===== src/rtl/mem_port_arbiter.sv =====
// Arbiter sharing one single-port memory between the IF and DM pipeline stages.
// Optional IF starvation guard is enabled by defining MEM_ARB_STARVE_GUARD_EN.
module mem_port_arbiter #(
  parameter int AW         = 32,
  parameter int DW         = 32,
  parameter int STARVE_MAX = 4
) (
  input  logic          clock,
  input  logic          rst,
  input  logic          if_req,
  input  logic [AW-1:0] if_addr,
  output logic [DW-1:0] if_rdata,
  output logic          if_ready,
  input  logic          dm_req,
  input  logic          dm_we,
  input  logic [AW-1:0] dm_addr,
  input  logic [DW-1:0] dm_wdata,
  output logic [DW-1:0] dm_rdata,
  output logic          dm_ready,
  output logic          mem_en,
  output logic          mem_we,
  output logic [AW-1:0] mem_addr,
  output logic [DW-1:0] mem_wdata,
  input  logic [DW-1:0] mem_rdata,
  input  logic          mem_valid,
  output logic [1:0]    owner
);

  typedef enum logic [1:0] {
    IDLE  = 2'd0,
    ISSUE = 2'd1,
    WAIT  = 2'd2,
    DONE  = 2'd3
  } state_t;

  localparam logic [1:0] OWN_NONE = 2'b00;
  localparam logic [1:0] OWN_IF   = 2'b01;
  localparam logic [1:0] OWN_DM   = 2'b10;

  state_t state;
  state_t state_nxt;
  logic   we_r;
  logic   if_wins;
  logic   grant_if;
  logic   grant_dm;

`ifdef MEM_ARB_STARVE_GUARD_EN
  localparam int CW = $clog2(STARVE_MAX + 1);
  logic [CW-1:0] starve_cnt;

  // IF overrides DM once DM has been granted STARVE_MAX times in a row over a waiting IF.
  assign if_wins = if_req && (!dm_req || (starve_cnt == CW'(STARVE_MAX)));

  always_ff @(posedge clock) begin
    if (rst) begin
      starve_cnt <= '0;
    end else if (grant_if) begin
      starve_cnt <= '0;
    end else if (grant_dm && if_req && (starve_cnt != CW'(STARVE_MAX))) begin
      starve_cnt <= starve_cnt + CW'(1);
    end
  end
`else
  // DM holds the older instruction, so it always wins a tie.
  assign if_wins = if_req && !dm_req;
`endif

  assign grant_if = (state == IDLE) && if_wins;
  assign grant_dm = (state == IDLE) && dm_req && !if_wins;

  always_comb begin
    state_nxt = state;
    case (state)
      IDLE:    if (grant_if || grant_dm) state_nxt = ISSUE;
      ISSUE:   state_nxt = WAIT;
      WAIT:    if (mem_valid) state_nxt = DONE;
      DONE:    state_nxt = IDLE;
      default: state_nxt = IDLE;
    endcase
  end

  always_ff @(posedge clock) begin
    if (rst) begin
      state     <= IDLE;
      owner     <= OWN_NONE;
      we_r      <= 1'b0;
      mem_addr  <= '0;
      mem_wdata <= '0;
      if_rdata  <= '0;
      dm_rdata  <= '0;
    end else begin
      state <= state_nxt;
      if (grant_dm) begin
        owner     <= OWN_DM;
        we_r      <= dm_we;
        mem_addr  <= dm_addr;
        mem_wdata <= dm_wdata;
      end else if (grant_if) begin
        owner    <= OWN_IF;
        we_r     <= 1'b0;
        mem_addr <= if_addr;
      end
      if ((state == WAIT) && mem_valid) begin
        if (owner == OWN_IF) begin
          if_rdata <= mem_rdata;
        end else if (!we_r) begin
          dm_rdata <= mem_rdata;
        end
      end
      if (state == DONE) begin
        owner <= OWN_NONE;
      end
    end
  end

  assign mem_en   = (state == ISSUE);
  assign mem_we   = (state == ISSUE) && we_r;
  assign if_ready = (state == DONE) && (owner == OWN_IF);
  assign dm_ready = (state == DONE) && (owner == OWN_DM);

endmodule


===== config.mk =====
export PLATFORM = sky130hd
export DESIGN_NAME = mem_port_arbiter
export DESIGN_NICKNAME = d
export VERILOG_FILES = /design/src/rtl/mem_port_arbiter.sv
export SDC_FILE = /design/constraint.sdc
export NUM_CORES = 1
export LEC_CHECK = 0
export BUFFER_PORTS_ARGS = -buffer_cell sky130_fd_sc_hd__buf_2
export CORE_AREA = 2 2 156 82
export DETAILED_ROUTE_END_ITERATION = 10
export DIE_AREA = 0 0 158 84
export GPL_TIMING_DRIVEN = 0
export PLACE_DENSITY_LB_ADDON = 0.05
export SLEW_MARGIN = 20
export SYNTH_ARGS = -nofsm -noshare
export SYNTH_HDL_FRONTEND = slang
export SYNTH_SLANG_ARGS = --single-unit
export TNS_END_PERCENT = 5

===== constraint.sdc =====
create_clock -name clock -period 2.1 [get_ports clock]
set_input_delay 0 -clock clock [delete_from_list [all_inputs] [get_ports clock]]
set_output_delay 0 -clock clock [all_outputs]
set_load 0.02 [all_outputs]

After elaboration in Yosys (flattened, before gate mapping) --
Cells that the tools add are included.
Storage, ports and cells: flip-flop bits (word level) 133, input bits 134
Cells by class: equal/unequal tests 7, muxes and demuxes 9, bitwise logic cells 2, reductions and logical operators 18
Operators by type and width (count):
- 32-bit two-way mux | 2
- 1-bit logical AND | 8
- 2-bit two-way mux | 4
- 2-bit one-hot mux with 4 select lines | 1
- 2-bit == test, second input constant | 3
- 2-bit by 1-bit == test with 1-bit output, second input constant | 2
- 2-bit AND reduction | 2
- 3-bit AND reduction | 1
- 3-bit OR reduction | 1
- 1-bit logical NOT | 2
- 2-bit logical NOT | 1
- 1-bit two-way mux | 2
- 2-bit by 1-bit != test with 1-bit output, second input constant | 1
- 2-bit != test, second input constant | 1
- 1-bit NOT | 2
- 2-bit nonzero test | 1
- 2-bit OR reduction | 1
- 1-bit logical OR | 1

Depth between registers and ports, before layout --
depth after elaboration 7, gate-level depth with buffers 8, gate-level depth less buffers 5

Least setup slack after synthesis --
No wires, ideal clock.
path type register -> register, start reg state[0], end reg mem_addr[10], setup time 0.059 ns, arrival 1.419 ns, required time 2.041 ns, setup slack 0.622 ns, stages on the path, launching flop included 8, clock period less this slack 1.478 ns, cells stage by stage dfxtp_1 -> inv_1 -> ha_1 -> and2_1 -> buf_2 -> clkbuf_1 -> a21oi_1 -> o221a_2
On the way: word-level cells in the longest chain between the ends 4, elaborated cells on any way between the ends 6, those cells by class mux: 1; reduce/logical: 5
RTL lines:
- start: declaration | line 40 | state_t state;
- start signal: assignment | line 92 | state <= state_nxt;
- 2-bit logical NOT * | line 68, 69
- 1-bit logical AND (2 in series) | line 69 | assign grant_dm = (state == IDLE) && dm_req && !if_wins;
- 32-bit two-way mux or 2-bit nonzero test (tied branches)
- end signal: assignment | line 96 | mem_addr <= dm_addr;
- end signal: assignment | line 101 | mem_addr <= if_addr;
- end: declaration | line 22 | output logic [AW-1:0] mem_addr,
Every way passes the cells marked *; elsewhere a longest branch is shown, timed or not. A chain may end at the register's enable or synchronous reset.

Final worst setup path --
start reg state[0], end reg mem_addr[24]
The elaborated chain is that of the path after synthesis.

==> impl_metrics.csv <==
group,metric,value,unit
status,status,"complete, no violations",
drt,remaining_drc_errors,0,
logic_synthesis,ys_top_cells_by_count,"dfxtp_1 (133), nand2_1 (133), a21oi_1 (99), nand2b_1 (67), inv_1 (35)",
clock_tree,cts_buffers,17,
drt,antenna_left,0,
logic_synthesis,synth_area,5344,µm²
logic_synthesis,yosysTopAreaCellShare,49.82,%
sta,setup_viol,0,
power,vdd_drop_max,0.0006238,V
drt,routedWlPerCell,15.83,µm
place,place.gp.congestion,0.8149,
power,p_per_area,990.6,nW/µm²
worst_setup_path,required,2.47,ns
worst_setup_path,r2r_start,"state[0]",
worst_setup_path,criticalPathCategory,"reg2reg",
sta,rsz0062_at_grt,"false",
finish,drive_gt1_share,34.53,%
sta,clock_skew,0.01182,ns
clock_tree,cts_root_buffer,"clkbuf_16",
finish,diodes,0,
clock_tree,h-tree-depth,4,
grt,grt_start_max_net_pins,17,
grt,grt_usage,28.21,%
sta,worst_pin_slew,0.5945,ns
power,leakage,4.089,nW
die,io_pins,268,
grt,grt_pass1_vias,5828,
logic_synthesis,avgSynthCellArea,8.921,µm²
logic_synthesis,synth-edff-count,0,
worst_setup_path,cp_max_fo,10,
finish,final_nets,1155,
sta,final.setup.tns,0,ns
run,cap_violations,0,
sta,fmax,0.5543,GHz
drt,drt_iter0_drc,313,
sta,relSlewSlack,60.36,%
clock_tree,cts_max_path_buffers,2,
sta,final-hold-violation-count,0,
logic_synthesis,synthCells,599,
worst_setup_path,crit_start,"state[0]",
worst_setup_path,endpoint_kind,"flop",
sta,final.period_utilization,85.91,%
die,start_util,44.09,%
grt,grt_overflow,0,
drt,routed_wl,18970,µm
sta,period_minus_slack,1.804,ns
grt,antenna_found_initial,0,
sta,fin_hold_ws,0.02322,ns
die,core_area,12120,µm²
grt,grt_pass1_wl,29020,µm
logic_synthesis,synth_flop_cell,"dfxtp_1",
place,port_buffers,266,
die,core.rowCount,29,
logic_synthesis,yosys-top-cells-area,"dfxtp_1 (50%), nand2_1 (9.3%), a21oi_1 (9.3%)",
clock_tree,postCtsSetupRepairBufs,0,
logic_synthesis,synth_cell_types,27,
clock_tree,clkTransAtPathRegs,0.06,ns
clock_tree,cts_sinks,133,
logic_synthesis,async_reset_ff_share,0,%
logic_synthesis,yosys.area.top_type,"dfxtp_1",
die,die-height,84,µm
finish,syn2layout_area_growth,63.97,%
worst_setup_path,cp-start-kind,"flop",
clock_tree,insertion_delay,0.43,ns
logic_synthesis,ys_ff_latch,133,
die,dieArea,13270,µm²
min_path,holdCritPathClass,"in2reg",
die,dieWidth,158,µm
logic_synthesis,yosysSeqAreaShare,49.82,%
drt,avgViaCountPerCell,4.896,
clock_tree,cts-resized-gates,0,
logic_synthesis,yosys_warnings,0,
clock_tree,cts_tree,"yes",
drt,vias,5865,
min_path,min-delay-start,"rst",
sta,drv_slew,0,
logic_synthesis,synthesis.nets,738,
place,dpl.hpwl,12860,µm
worst_setup_path,cp.arrival,2.17,ns
drt,dr.pass1.iters,5,
-- worst max-delay path, stage by stage (launching register included) --
cell,delay [ns]
dfxtp_1,0.38
inv_1,0.10
ha_1,0.25
and2_1,0.17
buf_2,0.14
clkbuf_1,0.24
a21oi_1,0.26
o221a_2,0.21
-- worst paths after layout --
check                           slack [ns]  cells past startpoint           end
worst max register to register        0.30                      7  mem_addr[24]
worst min register to register        0.45                      2  if_rdata[17]
worst min-delay path                  0.02                      3  dm_rdata[25]
worst max-delay path                  0.30                      7  mem_addr[24]
-- power by group --
group          internal (mW)  switching, mW
registers               2.92          0.241
logic                   1.12           1.59
clock network           1.63           1.18
-- what timing repair did --
item | in CTS | in global routing
hold buffers | 132 | 0
hold endpoints to repair | 132 | 0
endpoints found under the setup margin | 0 | 0
-- final cells by class --
type                            count  area [µm²]
Clock buffer                       17       425.4
Buffer                             45       250.2
Multi-Input combinational cell    386        2300
Sequential cell                   133        2663
Inverter                           35       131.4
Tap cell                          170       212.7
Fill cell                         931        3357
Timing Repair Buffer              398        2653
Clock inverter                     14       127.6
-- state kept, by name, indices dropped and copies added, names as in the netlist --
signal     cells
if_rdata      32
owner          2
dm_rdata      32
state          2
mem_addr      32
mem_wdata     32
we_r           1
-- metrics by stage --
step / setup slack [ns] / power (mW) / util (%) / instances / instance area (µm²)
final: 0.2959 / 8.680 / 72.30 / 1198 / 8762
after global routing: 0.1355 / 9.064 / 72.30 / 1198 / 8762
after CTS: 0.3096 / 8.676 / 72.30 / 1198 / 8762
after detailed placement: 0.3246 / 5.665 / 56.83 / 1035 / 6888
after global placement: 0.3583 / 5.586 / 56.83 / 1035 / 6888
after floorplan: 0.6220 / 4.795 / - / 599 / 5344
-- layer usage --
metal	global-route usage (%)	share of wire, %	wire length (µm)	up-vias
li1	-	-	-	2827
met1	34.68	43	8157	2752
met2	46.48	47	8910	243
met3	8.307	7.7	1460	43
met4	11.30	2.3	442	0
met5	0	0	0	-
-- logic make-up (layout without fill, tap and decap cells) --
logic type | after synthesis | after routing | share of synthesized area, %
flip-flops | 133 | 133 | 49.82
adder cells (fa/ha/maj) | 5 | 5 | 1.171
buffers and inverters | 80 | 509 | 7.141
multiplexers | 33 | 33 | 6.181
AO/OA/AOI/OAI | 134 | 134 | 16.41
AND/OR/NAND/NOR | 214 | 214 | 19.27
-- cell usage in the layout (no fill, tap or decap) --
master	instances
ha_1	5
nor2b_4	1
nand3_1	1
bufinv_16	1
nor2_1	2
and2_1	3
nor4_1	1
nand2_1	133
inv_6	4
nand4b_1	1
dfxtp_1	133
and2_2	1
nor3_4	1
mux2i_1	33
o221a_1	2
clkinvlp_4	4
and4b_2	1
nor3_1	1
inv_1	35
nand3b_2	1
a2bb2oi_1	1
a21oi_1	99
o21a_1	1
buf_4	9
nand2b_1	67
clkbuf_16	17
buf_8	3
o221a_2	30
clkinv_2	3
dlygate4sd3_1	132
clkinv_4	2
clkbuf_1	22
buf_2	277
o21ai_0	1
Note: power is estimated with default switching activity, not from simulation.
